==> src/rtl/vga_term_writer_pkg.sv <==
// Shared constants and state encoding for the terminal writer and the display stage.
package vga_term_writer_pkg;

  localparam int unsigned COLS       = 40;
  localparam int unsigned ROWS       = 24;
  localparam int unsigned VRAM_DEPTH = COLS * ROWS;

  localparam logic [7:0] CHR_CR  = 8'h8D;
  localparam logic [7:0] CHR_DDR = 8'h7F;

  typedef logic [1:0] state_t;
  localparam state_t ST_IDLE   = 2'd0;
  localparam state_t ST_WRITE  = 2'd1;
  localparam state_t ST_SCROLL = 2'd2;
  localparam state_t ST_CLEAR  = 2'd3;

endpackage

==> src/rtl/vga_term_writer.sv <==
// Character-stream terminal writer: places CPU bytes into a circular VRAM,
// handling CR, column wrap, hardware scroll and full-screen clear.
module vga_term_writer
  import vga_term_writer_pkg::*;
#(
  parameter int unsigned COLS = vga_term_writer_pkg::COLS,
  parameter int unsigned ROWS = vga_term_writer_pkg::ROWS
) (
  input  logic       clk25,
  input  logic       rst,
  input  logic       enable,
  input  logic       address,
  input  logic       w_en,
  input  logic [7:0] din,
  input  logic       clr_screen_btn,
  output logic [9:0] vram_w_addr,
  output logic [5:0] vram_din,
  output logic       vram_w_en,
  output logic [4:0] top_row,
  output logic [5:0] h_cursor,
  output logic [4:0] v_cursor,
  output logic       busy
);

  localparam logic [5:0] LAST_COL = 6'(COLS - 1);
  localparam logic [4:0] LAST_ROW = 5'(ROWS - 1);
  localparam logic [9:0] COLS_W   = 10'(COLS);
  localparam logic [9:0] ROWS_W   = 10'(ROWS);
  localparam logic [9:0] DEPTH_W  = 10'(COLS * ROWS);

  state_t     state;
  logic       char_seen;
  logic [9:0] cnt;
  logic [9:0] phys_sum;
  logic [9:0] phys_row;
  logic [9:0] cur_addr;
  logic [9:0] bottom_base;
  logic       accept;
  logic       do_newline;

  // top_row is the oldest row; after a scroll it becomes the new bottom row
  always_comb begin
    phys_sum    = {5'd0, top_row} + {5'd0, v_cursor};
    phys_row    = (phys_sum >= ROWS_W) ? phys_sum - ROWS_W : phys_sum;
    cur_addr    = phys_row * COLS_W + {4'd0, h_cursor};
    bottom_base = {5'd0, top_row} * COLS_W;
  end

  always_comb begin
    accept     = (state == ST_IDLE) & enable & w_en & ~address & ~char_seen & ~clr_screen_btn;
    do_newline = (accept & (din == CHR_CR)) | ((state == ST_WRITE) & (h_cursor == LAST_COL));
    busy       = (state != ST_IDLE);
  end

  always_ff @(posedge clk25) begin
    if (rst) begin
      state       <= ST_CLEAR;
      char_seen   <= 1'b0;
      cnt         <= 10'd0;
      vram_w_en   <= 1'b0;
      vram_w_addr <= 10'd0;
      vram_din    <= 6'd0;
      top_row     <= 5'd0;
      h_cursor    <= 6'd0;
      v_cursor    <= 5'd0;
    end else begin
      if (accept) begin
        char_seen <= 1'b1;
      end else if (!enable && !w_en) begin
        char_seen <= 1'b0;
      end
      vram_w_en <= 1'b0;

      if (clr_screen_btn && state != ST_CLEAR) begin
        state <= ST_CLEAR;
        cnt   <= 10'd0;
      end else begin
        case (state)
          ST_IDLE: begin
            if (accept && din != CHR_CR && din != CHR_DDR) begin
              state       <= ST_WRITE;
              vram_w_en   <= 1'b1;
              vram_w_addr <= cur_addr;
              vram_din    <= {~din[6], din[4:0]};
            end
          end
          ST_WRITE: begin
            if (h_cursor != LAST_COL) begin
              h_cursor <= h_cursor + 6'd1;
              state    <= ST_IDLE;
            end
          end
          ST_SCROLL: begin
            // cnt is the offset of the next cell; cell 0 was issued on entry
            if (cnt == COLS_W) begin
              state <= ST_IDLE;
            end else begin
              vram_w_en   <= 1'b1;
              vram_w_addr <= vram_w_addr + 10'd1;
              vram_din    <= 6'd0;
              cnt         <= cnt + 10'd1;
            end
          end
          default: begin
            if (cnt == DEPTH_W) begin
              h_cursor <= 6'd0;
              v_cursor <= 5'd0;
              top_row  <= 5'd0;
              if (clr_screen_btn) cnt <= 10'd0;
              else                state <= ST_IDLE;
            end else begin
              vram_w_en   <= 1'b1;
              vram_w_addr <= cnt;
              vram_din    <= 6'd0;
              cnt         <= cnt + 10'd1;
            end
          end
        endcase

        if (do_newline) begin
          h_cursor <= 6'd0;
          if (v_cursor != LAST_ROW) begin
            v_cursor <= v_cursor + 5'd1;
            state    <= ST_IDLE;
          end else begin
            top_row     <= (top_row == LAST_ROW) ? 5'd0 : top_row + 5'd1;
            state       <= ST_SCROLL;
            cnt         <= 10'd1;
            vram_w_en   <= 1'b1;
            vram_w_addr <= bottom_base;
            vram_din    <= 6'd0;
          end
        end
      end
    end
  end

endmodule

==> config.mk <==
export PLATFORM = sky130hd
export DESIGN_NAME = vga_term_writer
export DESIGN_NICKNAME = d
export VERILOG_FILES = /design/src/rtl/vga_term_writer_pkg.sv /design/src/rtl/vga_term_writer.sv
export SDC_FILE = /design/constraint.sdc
export NUM_CORES = 1
export LEC_CHECK = 0
export BUFFER_PORTS_ARGS = -buffer_cell sky130_fd_sc_hd__buf_4
export CORE_UTILIZATION = 35
export DETAILED_ROUTE_END_ITERATION = 10
export SYNTH_ARGS = -nofsm -noshare
export SYNTH_HDL_FRONTEND = slang
export SYNTH_SLANG_ARGS = --single-unit
export TNS_END_PERCENT = 10
==> constraint.sdc <==
create_clock -name clk25 -period 5.1 [get_ports clk25]
set_clock_uncertainty 0.05 [all_clocks]
set_input_delay 0.765 -clock clk25 [delete_from_list [all_inputs] [get_ports clk25]]
set_output_delay 0.765 -clock clk25 [all_outputs]
set_load 0.005 [all_outputs]
# ---- Yosys cells after proc, flatten, opt, wreduce, memory -nomap -nowiden
# Cells that the tools add are included.
dict set report word_totals {
  reg_bits 46
}
dict set report op_classes {
  addsub 8
  n_mul 2
  magnitude_cmp 1
  n_eq_ne 17
  n_mux 48
  n_bitwise 13
  n_reduce_logical 17
}
# cell n
set op_table {}
lappend op_table {{two-way mux 10 bit} 11}
lappend op_table {{two-way mux 6 bit} 8}
lappend op_table {{two-way mux 5 bit} 9}
lappend op_table {{case mux 10 bit (3 select lines)} 1}
lappend op_table {{adder 10 x 1 -> 10 bit (second input constant)} 2}
lappend op_table {{case mux 10 bit (2 select lines)} 1}
lappend op_table {{case mux 6 bit (3 select lines)} 1}
lappend op_table {{two-way mux 2 bit} 7}
lappend op_table {{case mux 6 bit (2 select lines)} 1}
lappend op_table {{adder 10 x 6 -> 10 bit} 1}
lappend op_table {{adder 5 x 1 -> 5 bit (second input constant)} 2}
lappend op_table {{equality test 10 bit (second input constant)} 1}
lappend op_table {{equality test 10 x 6 -> 1 bit (second input constant)} 1}
lappend op_table {{multiplier 10 x 3 -> 7 bit (second input constant)} 1}
lappend op_table {{equality test 8 bit (second input constant)} 1}
lappend op_table {{!= test 8 x 7 -> 1 bit (second input constant)} 1}
lappend op_table {{!= test 8 bit (second input constant)} 1}
lappend op_table {{AND 1 bit} 7}
lappend op_table {{multiplier 5 x 3 -> 7 bit (second input constant)} 1}
lappend op_table {{two-way mux 1 bit} 7}
lappend op_table {{subtractor 6 x 5 -> 7 bit (second input constant)} 1}
lappend op_table {{adder 5 x 5 -> 6 bit} 1}
lappend op_table {{adder 6 x 1 -> 6 bit (second input constant)} 1}
lappend op_table {{equality test 6 bit (second input constant)} 1}
lappend op_table {{25 further kinds} 37}

# ---- Longest topological paths before layout
dict set report depth {
  depth_word 12
  mapped_depth 22
  ltp_nobuf 22
}

# ---- Worst setup path before layout
# Ideal clock, no wire load.
dict set report synth_timing {
  path_kind {reg2reg}
  from {register top_row[0]}
  to {register vram_w_addr[9]}
  setup_ns 0.129
  arrival_ns 4.183
  required_time_ns 4.921
  setup_slack_ns 0.738
  path_stages_with_launch 22
  path_buffers 0
  synth_period_minus_slack_ns 4.362
  cell_sequence {dfxtp_1 ha_1 fa_1 a21oi_1 o21ai_0 xnor2_1 inv_1 ha_1 inv_1 ha_1 o31ai_1 mux2i_1 ha_1 ha_1 inv_1 fa_1 nand4b_1 xor2_1 xnor2_1 xnor2_1 a41oi_1 o211ai_1}
}
dict set report synth_between {
  elab_chain_len 9
  elab_cells_between_ends 11
  classes_between {add/sub (3); mul (2); order compare (1); mux (5)}
}
# item line_no
set synth_lines {}
lappend synth_lines {{start: declaration} vga_term_writer.sv:19} ;# output logic [4:0] top_row,
lappend synth_lines {{start signal: assignment} vga_term_writer.sv:126} ;# top_row <= (top_row == LAST_ROW) ? 5'd0 : top_row + 5'd1;
lappend synth_lines {{adder 5 x 5 -> 6 bit} vga_term_writer.sv:43} ;# phys_sum = {5'd0, top_row} + {5'd0, v_cursor};
lappend synth_lines {{subtractor 6 x 5 -> 7 bit or greater-or-equal comparator 6 x 5 -> 1 bit (tied branches)} vga_term_writer.sv:44} ;# phys_row = (phys_sum >= ROWS_W) ? phys_sum - ROWS_W : phys_sum;
lappend synth_lines {{two-way mux 10 bit} vga_term_writer.sv:44}
lappend synth_lines {{multiplier 10 x 3 -> 7 bit} vga_term_writer.sv:45} ;# cur_addr = phys_row * COLS_W + {4'd0, h_cursor};
lappend synth_lines {{adder 10 x 6 -> 10 bit} vga_term_writer.sv:45}
lappend synth_lines {{two-way mux 10 bit} vga_term_writer.sv:80} ;# if (accept && din != CHR_CR && din != CHR_DDR) begin
lappend synth_lines {{case mux 10 bit (3 select lines)} vga_term_writer.sv:78} ;# case (state)
lappend synth_lines {{two-way mux 10 bit} vga_term_writer.sv:122} ;# if (v_cursor != LAST_ROW) begin
lappend synth_lines {{two-way mux 10 bit (*)} vga_term_writer.sv:120} ;# if (do_newline) begin
lappend synth_lines {{end signal: assignment} vga_term_writer.sv:83} ;# vram_w_addr <= cur_addr;
lappend synth_lines {{end signal: assignment} vga_term_writer.sv:99} ;# vram_w_addr <= vram_w_addr + 10'd1;
lappend synth_lines {{end signal: assignment} vga_term_writer.sv:130} ;# vram_w_addr <= bottom_base;
lappend synth_lines {{end: declaration} vga_term_writer.sv:16} ;# output logic [9:0] vram_w_addr,
# Every way passes the cells marked *; elsewhere a longest branch is shown, timed or not.
# A chain may end at the register's enable or synchronous reset.

# ---- Final worst setup path
dict set report layout_timing {
  from {register v_cursor[0]}
  to {register vram_w_addr[9]}
}
dict set report layout_between {
  elab_chain_len 9
  elab_cells_between_ends 11
  classes_between {add/sub (3); mul (1); order compare (1); eq/ne (1); mux (5)}
}
# item line_no
set layout_lines {}
lappend layout_lines {{start: declaration} vga_term_writer.sv:21} ;# output logic [4:0] v_cursor,
lappend layout_lines {{start signal: assignment} vga_term_writer.sv:123} ;# v_cursor <= v_cursor + 5'd1;
lappend layout_lines {{adder 5 x 5 -> 6 bit} vga_term_writer.sv:43}
lappend layout_lines {{subtractor 6 x 5 -> 7 bit or greater-or-equal comparator 6 x 5 -> 1 bit (tied branches)} vga_term_writer.sv:44}
lappend layout_lines {{two-way mux 10 bit} vga_term_writer.sv:44}
lappend layout_lines {{multiplier 10 x 3 -> 7 bit} vga_term_writer.sv:45}
lappend layout_lines {{adder 10 x 6 -> 10 bit} vga_term_writer.sv:45}
lappend layout_lines {{two-way mux 10 bit} vga_term_writer.sv:80}
lappend layout_lines {{case mux 10 bit (3 select lines)} vga_term_writer.sv:78}
lappend layout_lines {{two-way mux 10 bit} vga_term_writer.sv:122}
lappend layout_lines {{two-way mux 10 bit (*)} vga_term_writer.sv:120}
# Marks and branches as above.

==> reports/qor.csv <==
metric,value,unit
status,finished clean,
vias in the first global route,3500,
Worst path most repeated cell,ha_1,
CTS tree,done,
Synth Cell Area,0.00360,mm²
power after layout,654,µW
number of flops mapped to enable cells by yosys,0,
Max Buffers Root-to-Sink,2,
Final Hold Fails,0,
Die Wd,103,µm
DIE HEIGHT,103,µm
max-slew violation count,0,
row count,36,
Clock Sinks,46,
ranking of synthesized cells by area,"dfxtp_1 (26%), ha_1 (10%), a21oi_1 (5.6%)",
Avg Inst Size Synth,7.89,µm²
FMAX,211,MHz
asr flop ratio synth,0,%
vias,3737,
vias per std cell,5.96,
detailed placement HPWL,8.05,mm
Final min period,4.74,ns
CTS H-tree lvls,2,
crit path max fanout,6,
drt first-iter violations,273,
Worst setup EP type,register,
RSZ-0062 raised after global routing,false,
Setup WS post-layout,0.360,ns
post-synth top area cell,dfxtp_1,
Core Area,0.00986,mm²
pwr/cell area,157,mW/mm²
VDD IR-drop max,0.000105,V
R2R cell count,21,
share of cells above drive strength 1,14.8,%
Hold Crit Start,vram_din[1],
Hold Buf Count CTS,0,
"Seq/Total Area, Yosys",25.6,%
crit-path cells,ha_1 -> fa_1 -> a21oi_1 -> o21ai_0 -> xnor2_1 -> inv_1 -> ha_1 -> inv_1 -> ha_1 -> o31ai_1 -> mux2i_1 -> ha_1 -> ha_1 -> inv_1 -> fa_1 -> nand4b_1 -> xor2_1 -> xnor2_1 -> xnor2_1 -> a41oi_1 -> o211ai_1,
Leak,0.00175,µW
synth warn,0,
RD Place Congestion,0.896,
latest clock arrival within the worst-skew pair,0.31,ns
first-pass GRT wire length,17.5,mm
Worst Hold End,vram_din[1],
Starting Density,36.5,%
residual overflow from global routing,0,
slowest cell delay on critical path,0.45,ns
Resized cells post-CTS,0,
# diodes,0,
required time of the critical path,5.24,ns
Post-Syn Nets,504,
Place WS,0.347,ns
Post-Syn Instances,457,
"Distinct cells, synth",72,
# Post-CTS Setup Buffers,0,
synthesized flop and latch total,46,
Total Neg Setup Slack,0,ns
critical path class,reg -> reg,
WL/cell,17.2,µm
dpl cells,619,
HP Class,reg -> reg,
Clock transition at path regs,0.10,ns
period utilization,92.9,%
Layout Nets,540,
critical path arrival,4.88,ns
most common cell in the synthesized netlist,nor2_1,
CP max-delay cell,fa_1,
reg2reg end,vram_w_addr[9],
initial antenna violation count,0,
crit start category,register,
CTS buffer count,5,
DRC errors left,0,
post-synth top area share,25.6,%
I/O pin count,48,
Synth Flop Type,dfxtp_1,
port bufs,47,
die footprint,0.0107,mm²
worst hold slack,0.429,ns
Worst Max-Slew Pin Slew,1.17,ns
largest net degree at the start of global routing,26,
root buf cell,clkbuf_8,
routed wire length,10.8,mm
worst flop-to-flop path startpoint,v_cursor[0],
drt pass-1 iters,6,
Hold Path Cell Cnt,1,
R2R setup slack,0.36,ns
Slew HR,21.4,%
Max-cap violations,0,
GRT Total Usage,20.9,%
Post-synth top cells,"nor2_1 (48), dfxtp_1 (46), a21oi_1 (40), nand2_1 (36), o21ai_0 (31)",
post-route insts no fill,627,
Synth-to-Final Area Change,15.2,%
Antenna Violating Nets Remaining,0,
Finish-stage setup viols,0,
## cell families after synthesis
group / count (synthesis) / synth area share (%)
xor+xnor: 22 / 5.35
simple gates: 173 / 25.3
flops: 46 / 25.6
compound gates: 136 / 25.0
fa+ha+maj: 33 / 12.3
buf+inv: 40 / 4.48
mux: 7 / 1.98
## flip-flops by register name, summed over array words and instances (netlist names)
register / count
top_row: 5
cnt: 10
h_cursor: 6
char_seen: 1
vram_din: 6
v_cursor: 5
state: 2
vram_w_addr: 10
vram_w_en: 1
## worst max-delay path: cells and delay by family (launching register included)
| family | cells | cell delay (ns) |
|---|---|---|
| buffers and inverters | 3 | 0.20 |
| adder cells (fa/ha/maj) | 7 | 1.97 |
| flip-flops | 1 | 0.38 |
| AND/OR/NAND/NOR | 1 | 0.22 |
| AO/OA/AOI/OAI | 5 | 0.85 |
| XOR/XNOR | 4 | 0.72 |
| multiplexers | 1 | 0.23 |
## report_power, final
part	internal [µW]	leakage (µW)	switching (µW)
sequential	362	0.000372	5.25
clock	110	0.0000482	133
combinational	19.8	0.00133	23.2
total	492	0.00175	162
## routing by layer
metal  wire (µm)  track usage, %  part of all wire (%)
met5           0               0                     0
met4         252            7.04                   2.3
met3         738            3.83                   6.8
met2        4990            33.9                    46
met1        4820            28.0                    45
## worst max path at each step
stage                     start             end  slack, ns  cells past startpoint
floorplan            top_row[0]  vram_w_addr[9]       0.74                     21
global placement    v_cursor[0]  vram_w_addr[9]       0.59                     21
detailed placement  v_cursor[0]  vram_w_addr[9]       0.35                     21
CTS                 v_cursor[0]  vram_w_addr[9]       0.33                     21
global route        v_cursor[0]  vram_w_addr[9]       0.03                     21
finish              v_cursor[0]  vram_w_addr[9]       0.36                     21
## layout make-up
class                   instances  area [µm²]
fillers                      1024        5710
clock inverters                 1        5.00
repair buffers                 51         383
clock buffers                   7        86.3
multi-input cells             371        2520
inverters                      18        67.6
well taps                     133         166
flip-flops and latches         46         921
## per-stage QoR
step / util, % / area [µm²]
global placement: 41.1 / 4060
floorplan: - / 3600
global route: 42.1 / 4150
detailed placement: 41.1 / 4060
finish: 42.1 / 4150
CTS: 42.1 / 4150
## placed cells by master (no fill, tap or decap), types with 3 or more instances in the layout
cell type	synthesis	routed
a211oi_1	3	3
a21o_1	7	7
a21oi_1	40	40
a221oi_1	3	3
a22o_1	3	3
a31oi_1	7	7
a32o_1	3	3
a41oi_1	4	4
and3_1	7	7
buf_4	0	51
clkbuf_8	0	6
dfxtp_1	46	46
fa_1	4	4
ha_1	29	29
inv_1	17	17
mux2i_1	6	6
nand2_1	36	36
nand2b_1	5	5
nand3_1	11	11
nand3b_1	4	4
nand4_1	9	9
nand4b_1	5	5
nor2_1	48	48
nor3_1	19	19
nor4_1	7	7
o21ai_0	31	31
o22ai_1	4	4
o32ai_1	3	3
or3_1	3	3
or4_1	3	3
xnor2_1	11	11
xor2_1	11	11
Note: power is estimated with default switching activity, not from simulation.
